`config.mk`:
```
export PLATFORM = sky130hd
export DESIGN_NAME = demux_s4_flat
export DESIGN_NICKNAME = d
export VERILOG_FILES = /design/src/rtl/demux_s4_pkg.sv /design/src/rtl/demux_s4_if.sv /design/src/rtl/demux_s4_slot.sv /design/src/rtl/demux_s4.sv /design/src/flat_wrapper.sv
export SDC_FILE = /design/constraint.sdc
export NUM_CORES = 1
export LEC_CHECK = 0
export CELL_PAD_IN_SITES_DETAIL_PLACEMENT = 1
export CELL_PAD_IN_SITES_GLOBAL_PLACEMENT = 2
export CORE_ASPECT_RATIO = 2
export CORE_MARGIN = 1.5
export CORE_UTILIZATION = 25
export DETAILED_ROUTE_END_ITERATION = 10
export PLACE_DENSITY_LB_ADDON = 0.1
export SLEW_MARGIN = 20
export SYNTH_ARGS = -nofsm -noshare
export SYNTH_HDL_FRONTEND = slang
export SYNTH_SLANG_ARGS = --single-unit
```
`constraint.sdc`:
```
create_clock -name CLK -period 1.85 [get_ports CLK]
set_clock_uncertainty 0.2 [all_clocks]
set_input_delay 0.185 -clock CLK [delete_from_list [all_inputs] [get_ports CLK]]
set_output_delay 0.185 -clock CLK [all_outputs]
set_load 0.02 [all_outputs]
```
`src/rtl/demux_s4_pkg.sv`:
```
// demux_s4_pkg: shared types and constants for the 1:4 stream demultiplexer.
//   sel_t        - channel select, indexed by {S2,S1}
//   slot_state_t - per-channel EMPTY/FULL holding state
//   NCH          - number of output channels
package demux_s4_pkg;

    localparam int unsigned NCH = 4;

    typedef enum logic [1:0] {
        SEL_A = 2'b00,
        SEL_B = 2'b01,
        SEL_C = 2'b10,
        SEL_D = 2'b11
    } sel_t;

    typedef enum logic {
        SLOT_EMPTY = 1'b0,
        SLOT_FULL  = 1'b1
    } slot_state_t;

endpackage

```
`src/rtl/demux_s4_if.sv`:
```
// demux_s4_if: input stream, select lines and the four output channels of demux_s4.
//   IN/IN_VALID/IN_READY        - input word handshake
//   S1/S2                       - channel select ({S2,S1})
//   OUTx/OUTx_VALID/OUTx_READY  - channel x data and handshake (x = A..D)
//   CNTx                        - words accepted on channel x, modulo 2^CW
//   modport slave  : demultiplexer side
//   modport master : producer/consumer side
interface demux_s4_if #(
    parameter int unsigned N  = 90,
    parameter int unsigned CW = 16
);
    logic [N-1:0]  IN;
    logic          IN_VALID;
    logic          IN_READY;
    logic          S1;
    logic          S2;
    logic [N-1:0]  OUTA, OUTB, OUTC, OUTD;
    logic          OUTA_VALID, OUTB_VALID, OUTC_VALID, OUTD_VALID;
    logic          OUTA_READY, OUTB_READY, OUTC_READY, OUTD_READY;
    logic [CW-1:0] CNTA, CNTB, CNTC, CNTD;

    modport slave (
        input  IN, IN_VALID, S1, S2,
        input  OUTA_READY, OUTB_READY, OUTC_READY, OUTD_READY,
        output IN_READY,
        output OUTA, OUTB, OUTC, OUTD,
        output OUTA_VALID, OUTB_VALID, OUTC_VALID, OUTD_VALID,
        output CNTA, CNTB, CNTC, CNTD
    );

    modport master (
        output IN, IN_VALID, S1, S2,
        output OUTA_READY, OUTB_READY, OUTC_READY, OUTD_READY,
        input  IN_READY,
        input  OUTA, OUTB, OUTC, OUTD,
        input  OUTA_VALID, OUTB_VALID, OUTC_VALID, OUTD_VALID,
        input  CNTA, CNTB, CNTC, CNTD
    );
endinterface

```
`src/rtl/demux_s4_slot.sv`:
```
// demux_slot: one output channel - a single-word holding register with an
// EMPTY/FULL state and a wrapping accepted-word counter.
//   clk_i, rst_ni - clock, asynchronous active-low reset
//   load_i        - write data_i this edge (only raised when can_load_o=1)
//   data_i        - word to load
//   ready_i       - downstream consumes the held word
//   data_o        - held word (kept after drain)
//   valid_o       - register holds a word
//   cnt_o         - number of loads, modulo 2^CW
//   can_load_o    - slot is empty or is draining this cycle
module demux_slot
    import demux_s4_pkg::*;
#(
    parameter int unsigned N  = 90,
    parameter int unsigned CW = 16
) (
    input  logic          clk_i,
    input  logic          rst_ni,
    input  logic          load_i,
    input  logic [N-1:0]  data_i,
    input  logic          ready_i,
    output logic [N-1:0]  data_o,
    output logic          valid_o,
    output logic [CW-1:0] cnt_o,
    output logic          can_load_o
);

    slot_state_t   state_q, state_d;
    logic [N-1:0]  data_q, data_d;
    logic [CW-1:0] cnt_q, cnt_d;

    always_ff @(posedge clk_i or negedge rst_ni) begin
        if (!rst_ni) begin
            state_q <= SLOT_EMPTY;
            data_q  <= '0;
            cnt_q   <= '0;
        end else begin
            state_q <= state_d;
            data_q  <= data_d;
            cnt_q   <= cnt_d;
        end
    end

    // A load takes priority over a drain so a simultaneous drain+load keeps the slot FULL.
    always_comb begin
        state_d = state_q;
        data_d  = data_q;
        cnt_d   = cnt_q;
        unique case (state_q)
            SLOT_EMPTY: begin
                if (load_i) begin
                    state_d = SLOT_FULL;
                    data_d  = data_i;
                    cnt_d   = cnt_q + CW'(1);
                end
            end
            SLOT_FULL: begin
                if (load_i) begin
                    data_d = data_i;
                    cnt_d  = cnt_q + CW'(1);
                end else if (ready_i) begin
                    state_d = SLOT_EMPTY;
                end
            end
            default: state_d = SLOT_EMPTY;
        endcase
    end

    assign data_o     = data_q;
    assign valid_o    = (state_q == SLOT_FULL);
    assign cnt_o      = cnt_q;
    assign can_load_o = (state_q == SLOT_EMPTY) | ready_i;

endmodule

```
`src/rtl/demux_s4.sv`:
```
// demux_s4: registered 1:4 stream demultiplexer. A word on IN is routed to channel
// A..D selected by {S2,S1} at the accept edge; each channel holds one word behind
// a valid/ready handshake and counts accepted words.
//   CLK   - clock, rising edge
//   RST_N - asynchronous reset, active low
//   bus   - demux_s4_if.slave: input stream, select, four output channels
module demux_s4
    import demux_s4_pkg::*;
#(
    parameter int unsigned N  = 90,
    parameter int unsigned CW = 16
) (
    input  logic        CLK,
    input  logic        RST_N,
    demux_s4_if.slave   bus
);

    sel_t           sel;
    logic [NCH-1:0] load;
    logic [NCH-1:0] ready;
    logic [NCH-1:0] valid;
    logic [NCH-1:0] can_load;
    logic [N-1:0]   data [NCH];
    logic [CW-1:0]  cnt  [NCH];

    assign sel   = sel_t'({bus.S2, bus.S1});
    assign ready = {bus.OUTD_READY, bus.OUTC_READY, bus.OUTB_READY, bus.OUTA_READY};

    assign bus.IN_READY = can_load[sel];

    // Only the selected slot may see a load strobe; the others are never written.
    always_comb begin
        load      = '0;
        load[sel] = bus.IN_VALID & can_load[sel];
    end

    for (genvar g = 0; g < NCH; g++) begin : g_slot
        demux_slot #(
            .N  (N),
            .CW (CW)
        ) u_slot (
            .clk_i      (CLK),
            .rst_ni     (RST_N),
            .load_i     (load[g]),
            .data_i     (bus.IN),
            .ready_i    (ready[g]),
            .data_o     (data[g]),
            .valid_o    (valid[g]),
            .cnt_o      (cnt[g]),
            .can_load_o (can_load[g])
        );
    end

    assign bus.OUTA       = data[0];
    assign bus.OUTB       = data[1];
    assign bus.OUTC       = data[2];
    assign bus.OUTD       = data[3];
    assign bus.OUTA_VALID = valid[0];
    assign bus.OUTB_VALID = valid[1];
    assign bus.OUTC_VALID = valid[2];
    assign bus.OUTD_VALID = valid[3];
    assign bus.CNTA       = cnt[0];
    assign bus.CNTB       = cnt[1];
    assign bus.CNTC       = cnt[2];
    assign bus.CNTD       = cnt[3];

endmodule

```
`src/flat_wrapper.sv`:
```
// flat-port wrapper written by rule: the top's interface ports become plain ports
module demux_s4_flat import demux_s4_pkg::*;
#(
    parameter int unsigned N  = 90,
    parameter int unsigned CW = 16
)
  (CLK, RST_N, bus_IN, bus_IN_VALID, bus_S1, bus_S2, bus_OUTA_READY, bus_OUTB_READY, bus_OUTC_READY, bus_OUTD_READY, bus_IN_READY, bus_OUTA, bus_OUTB, bus_OUTC, bus_OUTD, bus_OUTA_VALID, bus_OUTB_VALID, bus_OUTC_VALID, bus_OUTD_VALID, bus_CNTA, bus_CNTB, bus_CNTC, bus_CNTD);
  demux_s4_if #(.N(N), .CW(CW)) bus_i ();
  input  logic CLK;
  input  logic RST_N;
  input wire logic [$bits(bus_i.IN)-1:0] bus_IN;
  input wire logic [$bits(bus_i.IN_VALID)-1:0] bus_IN_VALID;
  input wire logic [$bits(bus_i.S1)-1:0] bus_S1;
  input wire logic [$bits(bus_i.S2)-1:0] bus_S2;
  input wire logic [$bits(bus_i.OUTA_READY)-1:0] bus_OUTA_READY;
  input wire logic [$bits(bus_i.OUTB_READY)-1:0] bus_OUTB_READY;
  input wire logic [$bits(bus_i.OUTC_READY)-1:0] bus_OUTC_READY;
  input wire logic [$bits(bus_i.OUTD_READY)-1:0] bus_OUTD_READY;
  output wire logic [$bits(bus_i.IN_READY)-1:0] bus_IN_READY;
  output wire logic [$bits(bus_i.OUTA)-1:0] bus_OUTA;
  output wire logic [$bits(bus_i.OUTB)-1:0] bus_OUTB;
  output wire logic [$bits(bus_i.OUTC)-1:0] bus_OUTC;
  output wire logic [$bits(bus_i.OUTD)-1:0] bus_OUTD;
  output wire logic [$bits(bus_i.OUTA_VALID)-1:0] bus_OUTA_VALID;
  output wire logic [$bits(bus_i.OUTB_VALID)-1:0] bus_OUTB_VALID;
  output wire logic [$bits(bus_i.OUTC_VALID)-1:0] bus_OUTC_VALID;
  output wire logic [$bits(bus_i.OUTD_VALID)-1:0] bus_OUTD_VALID;
  output wire logic [$bits(bus_i.CNTA)-1:0] bus_CNTA;
  output wire logic [$bits(bus_i.CNTB)-1:0] bus_CNTB;
  output wire logic [$bits(bus_i.CNTC)-1:0] bus_CNTC;
  output wire logic [$bits(bus_i.CNTD)-1:0] bus_CNTD;
  assign bus_i.IN = bus_IN;
  assign bus_i.IN_VALID = bus_IN_VALID;
  assign bus_i.S1 = bus_S1;
  assign bus_i.S2 = bus_S2;
  assign bus_i.OUTA_READY = bus_OUTA_READY;
  assign bus_i.OUTB_READY = bus_OUTB_READY;
  assign bus_i.OUTC_READY = bus_OUTC_READY;
  assign bus_i.OUTD_READY = bus_OUTD_READY;
  assign bus_IN_READY = bus_i.IN_READY;
  assign bus_OUTA = bus_i.OUTA;
  assign bus_OUTB = bus_i.OUTB;
  assign bus_OUTC = bus_i.OUTC;
  assign bus_OUTD = bus_i.OUTD;
  assign bus_OUTA_VALID = bus_i.OUTA_VALID;
  assign bus_OUTB_VALID = bus_i.OUTB_VALID;
  assign bus_OUTC_VALID = bus_i.OUTC_VALID;
  assign bus_OUTD_VALID = bus_i.OUTD_VALID;
  assign bus_CNTA = bus_i.CNTA;
  assign bus_CNTB = bus_i.CNTB;
  assign bus_CNTC = bus_i.CNTC;
  assign bus_CNTD = bus_i.CNTD;
  demux_s4 #(.N(N), .CW(CW)) u_core (.CLK(CLK), .RST_N(RST_N), .bus(bus_i));
endmodule
```
== Yosys cells after proc, flatten, opt, wreduce, memory -nomap -nowiden ==
Index checks and enable logic that the tools add are counted.
Storage, ports and cells
  bits of input ports: 99
  output and inout port bits: 429
  register bits: 428
Operators by class
  mux-type cells: 28
  magnitude comparators: 2
  bitwise operators: 10
  reductions and logical operators: 1
  add/subtract/negate cells: 4
Operators with widths (count)
  2-to-1 mux 90 bit: 4
  adder 16 x 1 -> 16 bit, second input constant: 4
  2-to-1 mux 16 bit: 4
  2-to-1 mux 1 bit: 14
  case mux 1 bit (2 select lines): 4
  bitwise AND 4 bit: 1
  NOT 1 bit: 4
  bitwise OR 1 bit: 4
  less-than comparator 2 x 3 -> 1 bit, second input constant: 1
  binary-select mux 1 bit (select 2 bit): 1
  demux 1 bit (select 2 bit): 1
  >= comparator 2 x 1 -> 1 bit, second input constant: 1
  bitwise AND 1 bit: 1
  logical AND 1 bit: 1

== Logic depth before layout (Yosys ltp) ==
  depth after elaboration: 8
  mapped depth: 7
  mapped depth without buffers: 5

== By module ==
A second synthesis with hierarchy kept.
Second synthesis, totals
  cells, all modules: 1029
  area total of the unflattened synthesis: 16388.2 um^2
Modules (own cells, without submodules)
  demux_slot: seq. area each 2677.6 um^2, area each 4080.2 um^2, cells an instance 256, instances 4
  demux_s4: seq. area each 0.0 um^2, area each 67.6 um^2, cells an instance 5, instances 1

== Least setup slack after synthesis ==
Ideal clock, no wire load.
  path type: reg2reg
  start point: reg u_core.g_slot[1].u_slot.state_q
  end point: reg u_core.g_slot[1].u_slot.data_q[32]
  period minus slack after synthesis: 1945 ps
  library setup time: 127 ps
  buffers on the path: 2
  required time: 1523 ps
  cell stages (with the launch flop): 6
  slack: -95 ps
  data arrival time: 1618 ps
  cells stage by stage: dfrtp_1 > and2b_1 > nor3b_2 > buf_4 > buf_6 > mux2_1
Between the ends
  word-level cells in the longest chain between the ends: 6
RTL lines
  start: declaration: RTL line demux_s4_slot.sv:28  | slot_state_t state_q, state_d;
  start signal: assignment: RTL line demux_s4_slot.sv:38  | state_q <= state_d;
  NOT 1 bit
  bitwise OR 1 bit: RTL line demux_s4_slot.sv:72  | assign can_load_o = (state_q == SLOT_EMPTY) | ready_i;
  binary-select mux 1 bit (select 2 bit): RTL line demux_s4.sv:34  | load[sel] = bus.IN_VALID & can_load[sel];
  2-to-1 mux 1 bit (implied by the code): RTL line demux_s4.sv:34
  bitwise AND 1 bit: RTL line demux_s4.sv:34
  bitwise AND 4 bit (no source line)
  end signal: assignment: RTL line demux_s4_slot.sv:39  | data_q <= data_d;
  end: declaration: RTL line demux_s4_slot.sv:29  | logic [N-1:0] data_q, data_d;
Every way passes these cells. The select of a mux whose other input is x is not followed.
A chain may end at the register's enable or synchronous reset.

== Worst setup path in the final report ==
  start point: reg u_core.g_slot[2].u_slot.state_q
  end point: out bus_IN_READY
Between the ends
  word-level cells in the longest chain between the ends: 4
RTL lines
  start: declaration: RTL line demux_s4_slot.sv:28
  start signal: assignment: RTL line demux_s4_slot.sv:38
  NOT 1 bit
  bitwise OR 1 bit: RTL line demux_s4_slot.sv:72
  binary-select mux 1 bit (select 2 bit): RTL line demux_s4.sv:29  | assign bus.IN_READY = can_load[sel];
  2-to-1 mux 1 bit (implied by the code): RTL line demux_s4.sv:29
  end: declaration: RTL line flat_wrapper.sv:19  | output wire logic [$bits(bus_i.IN_READY)-1:0] bus_IN_READY;
Every way passes these cells. The select of a mux whose other input is x is not followed.

==> results by group <==
Timing
  • Minimum clock period: 2080 ps
  • Worst slew margin: 0.756
  • Unrepaired setup endpoints after global routing: yes
  • Hold_ws: 47.6 ps
  • Slew @ Worst Pin: 367 ps
  • Setup ws final: -230 ps
  • Final Hold Fails: 0
  • Endpoints failing setup: between 200 and 250
  • Fin crit share: 1.12
  • Fmax: 481 MHz
  • Post-route setup TNS: -22130 ps
  • Slew Viols, Final: 0

Clock network
  • CTS sink cnt: 428
  • Clk Latency, worst-skew pair: 580 ps
  • CTS H-tree lvls: 2
  • Worst-path clk slew: ~70 ps
  • Max Buffers Root-to-Sink: 3
  • CTS buffer count: 44
  • Root Buffer: clkbuf_16
  • CTS tree: done

Global routing
  • Global-route wire length before repair: between 90000 and 100000 um
  • Antenna violations before repair: 1
  • Global route overflow: 0
  • Met3 Use GR: 0.0697
  • Largest net degree at the start of global routing: 58
  • Vias in the first global route: 13700
  • Met1 usage: 0.201
  • Global Route Usage Sum: 0.189
  • Global route hottest layer: met2
  • Met2 GRT Util: 0.342

Die
  • Core area: 64900 um2
  • Die Span X: ~180 um
  • Initial Util: 0.254
  • Core Rows: 132
  • Full die area: 67500 um2
  • # IOs: 528
  • Die Y: ~370 um

Synthesis
  • Sequential area share after synthesis: 0.651
  • Yosys reg bits: ~430
  • Mapped Area: ~16000 um2
  • Net count after synthesis: ~1300
  • YS warnings: 0
  • Synth Instances: 1208
  • EDFF count, synth: 0
  • Yosys cell types: 31
  • Mean Syn Cell Area: 13.6 um2
  • Fraction of registers with async set/reset: 1.00
  • Most used DFF post-synth: dfrtp_1

Cells and area
  • Nets: 1987
  • Util after Layout: 0.414
  • Final std cells w/o fill: 2785
  • Area delta synth->final: 63.1%
  • Inserted Diodes: 0
  • Share of layout cells above drive strength 1: 0.279
  • Final Cell Area: about 27000 um2
  • Layout fillers: roughly 6900

Drt
  • DR vias/cell: 4.37
  • Total Routed Length: 67000 um
  • DRT antenna net count: 0
  • Routed wire per std cell: roughly 24 um
  • DRT Pass-1 Iters: 4
  • Residual DRC count: 0
  • Vias: 12200
  • Iter 0 DRT Violations: 317

Pwr
  • Leakage power: 13.1 nW
  • Power density cells: approximately 1100 nW/um2
  • Peak VDD IR: 0.817 mV
  • Total power: approximately 31 mW

Placed design
  • Setup slack at placement: -460 ps
  • Inst Count DP: around 2600
  • Detailed placer's ending HPWL: 43600 um
  • Port Buffer Count: 527
  • Global placer's final weighted congestion: around 0.74
  • Cell Area, Placed: 23600 um2

Worst setup path
  • Worst setup SP type: register
  • Register-to-register setup slack: -200 ps
  • Critical Path End: bus_IN_READY
  • Arrival time worst endpoint: 1700 ps
  • Worst reg2reg startpoint: u_core.g_slot[2].u_slot.valid_o
  • R2R depth: 8
  • CP endpoint kind: output pin
  • Reg2reg end: u_core.g_slot[2].u_slot.data_o[36]
  • Worst Setup SP: u_core.g_slot[2].u_slot.valid_o
  • CP Data Required Time: roughly 1500 ps
  • CP max FO: 2
  • Crit Path Category: register to output pin

Status
  • Status: finished, violations left
  • Failing checks: negative setup slack

Job
  • MaxCap Viol Count: 0

Min path
  • Tightest Hold Check Type: input port to register
timing repair:
action | in CTS | in global routing
endpoints found under the hold margin | 435 | 0
setup buffers | 27 | 18
cloned | 15 | 16
pin swaps | 4 | 10
endpoints found under the setup margin | 669 | 383
hold buffers | 9 | 0
gates resized for setup | 616 | 224
sequential cells by signal (all words and copies together) (netlist names):
register                      count
u_core.g_slot.u_slot.cnt_o       64
u_core.g_slot.u_slot.data_o     360
u_core.g_slot.u_slot.valid_o      4
layout make-up:
class	count	area (um2)	share of cell area
Clock buffer	60	1280	0.0478
Multi-Input combinational cell	725	6480	0.242
Timing Repair Buffer	685	7150	0.266
Clock inverter	16	125	0.00466
Tap cell	871	1090	0.0406
Sequential cell	428	10700	0.399
placed cells by master (no fill, tap or decap), types with 2 or more instances in the layout:
cell / count
xnor2_1: 50
clkbuf_1: 5
and3_1: 11
nor2b_4: 2
nor3_1: 3
o21ai_0: 2
buf_12: 48
clkdlybuf4s15_1: 10
clkinvlp_4: 5
clkdlybuf4s15_2: 7
nand3_2: 2
buf_4: 52
nor4_4: 2
mux2_4: 270
xor2_1: 9
nand4_1: 14
inv_6: 2
buf_16: 11
nor3_2: 4
dlygate4sd3_1: 8
clkbuf_16: 58
clkdlybuf4s50_1: 97
dlygate4sd2_1: 404
buf_8: 14
clkbuf_8: 10
dfrtp_1: 427
and4_1: 6
nand2b_1: 4
mux2_2: 3
buf_6: 14
nand2_1: 296
clkbuf_2: 6
and2_1: 3
nand3_1: 24
clkinv_2: 8
ha_1: 3
synth_stat cells (3+ instances only):
master    instances  area share
mux2_2          216        0.15
o21ai_0           3     0.00091
xnor2_1          51       0.027
dfrtp_1         428        0.65
nand4_1          14      0.0053
xor2_1            9      0.0048
ha_1              4      0.0030
nand2b_1          4      0.0015
nand3_1          27      0.0082
clkbuf_1          5      0.0011
and2_1            3      0.0011
buf_6            13      0.0089
buf_4             9      0.0041
buf_2            28      0.0085
and4_1            6      0.0032
mux2_1           57       0.039
and3_1           11      0.0042
nor3_2            3      0.0018
nor3_1            5      0.0015
nand2_1         297       0.068
per-layer routing:
layer / part of all wire / vias up
li1: - / 5398
met1: 0.36 / 6254
met2: 0.52 / 438
met3: 0.090 / 78
met4: 0.024 / 2
met5: 0.00019 / -
worst min-delay path by stage:
stage	from	endpoint	slack [ps]	cells after the start
6_report	bus_IN[23]	u_core.g_slot[0].u_slot.data_o[23]	50	3
5_1_grt	bus_IN[12]	u_core.g_slot[0].u_slot.data_o[12]	50	3
4_1_cts	bus_IN[13]	u_core.g_slot[0].u_slot.data_o[13]	0.6	3
3_5_place_dp	RST_N	u_core.g_slot[2].u_slot.data_o[75]	-100	1
3_3_place_gp	RST_N	u_core.g_slot[2].u_slot.data_o[75]	-100	1
2_1_floorplan	RST_N	u_core.g_slot[0].u_slot.cnt_o[0]	-310	0
worst max-delay path: stages (launching register included):
cell	delay [ps]
dfrtp_1	360
nand2b_1	120
o211ai_1	330
o21ai_1	120
buf_2	180
cell families after synthesis:
group | count (synthesis) | share of synthesized area
muxes | 273 | 0.187
adders and majority gates | 4 | 0.00304
xor gates and xnor gates | 60 | 0.0319
AOI/OAI and AO/OA | 4 | 0.00137
DFF | 428 | 0.651
buffers and inverters | 55 | 0.0227
and+or+nand+nor | 384 | 0.104
report_power, final:
part	internal (mW)	total [mW]	switching (mW)	leakage [nW]
clock network	4.99	8.94	3.95	0.688
logic	4.29	9.31	5.02	7.14
registers	11.2	12.3	1.12	5.23
Power figures use the tool's default switching activity.
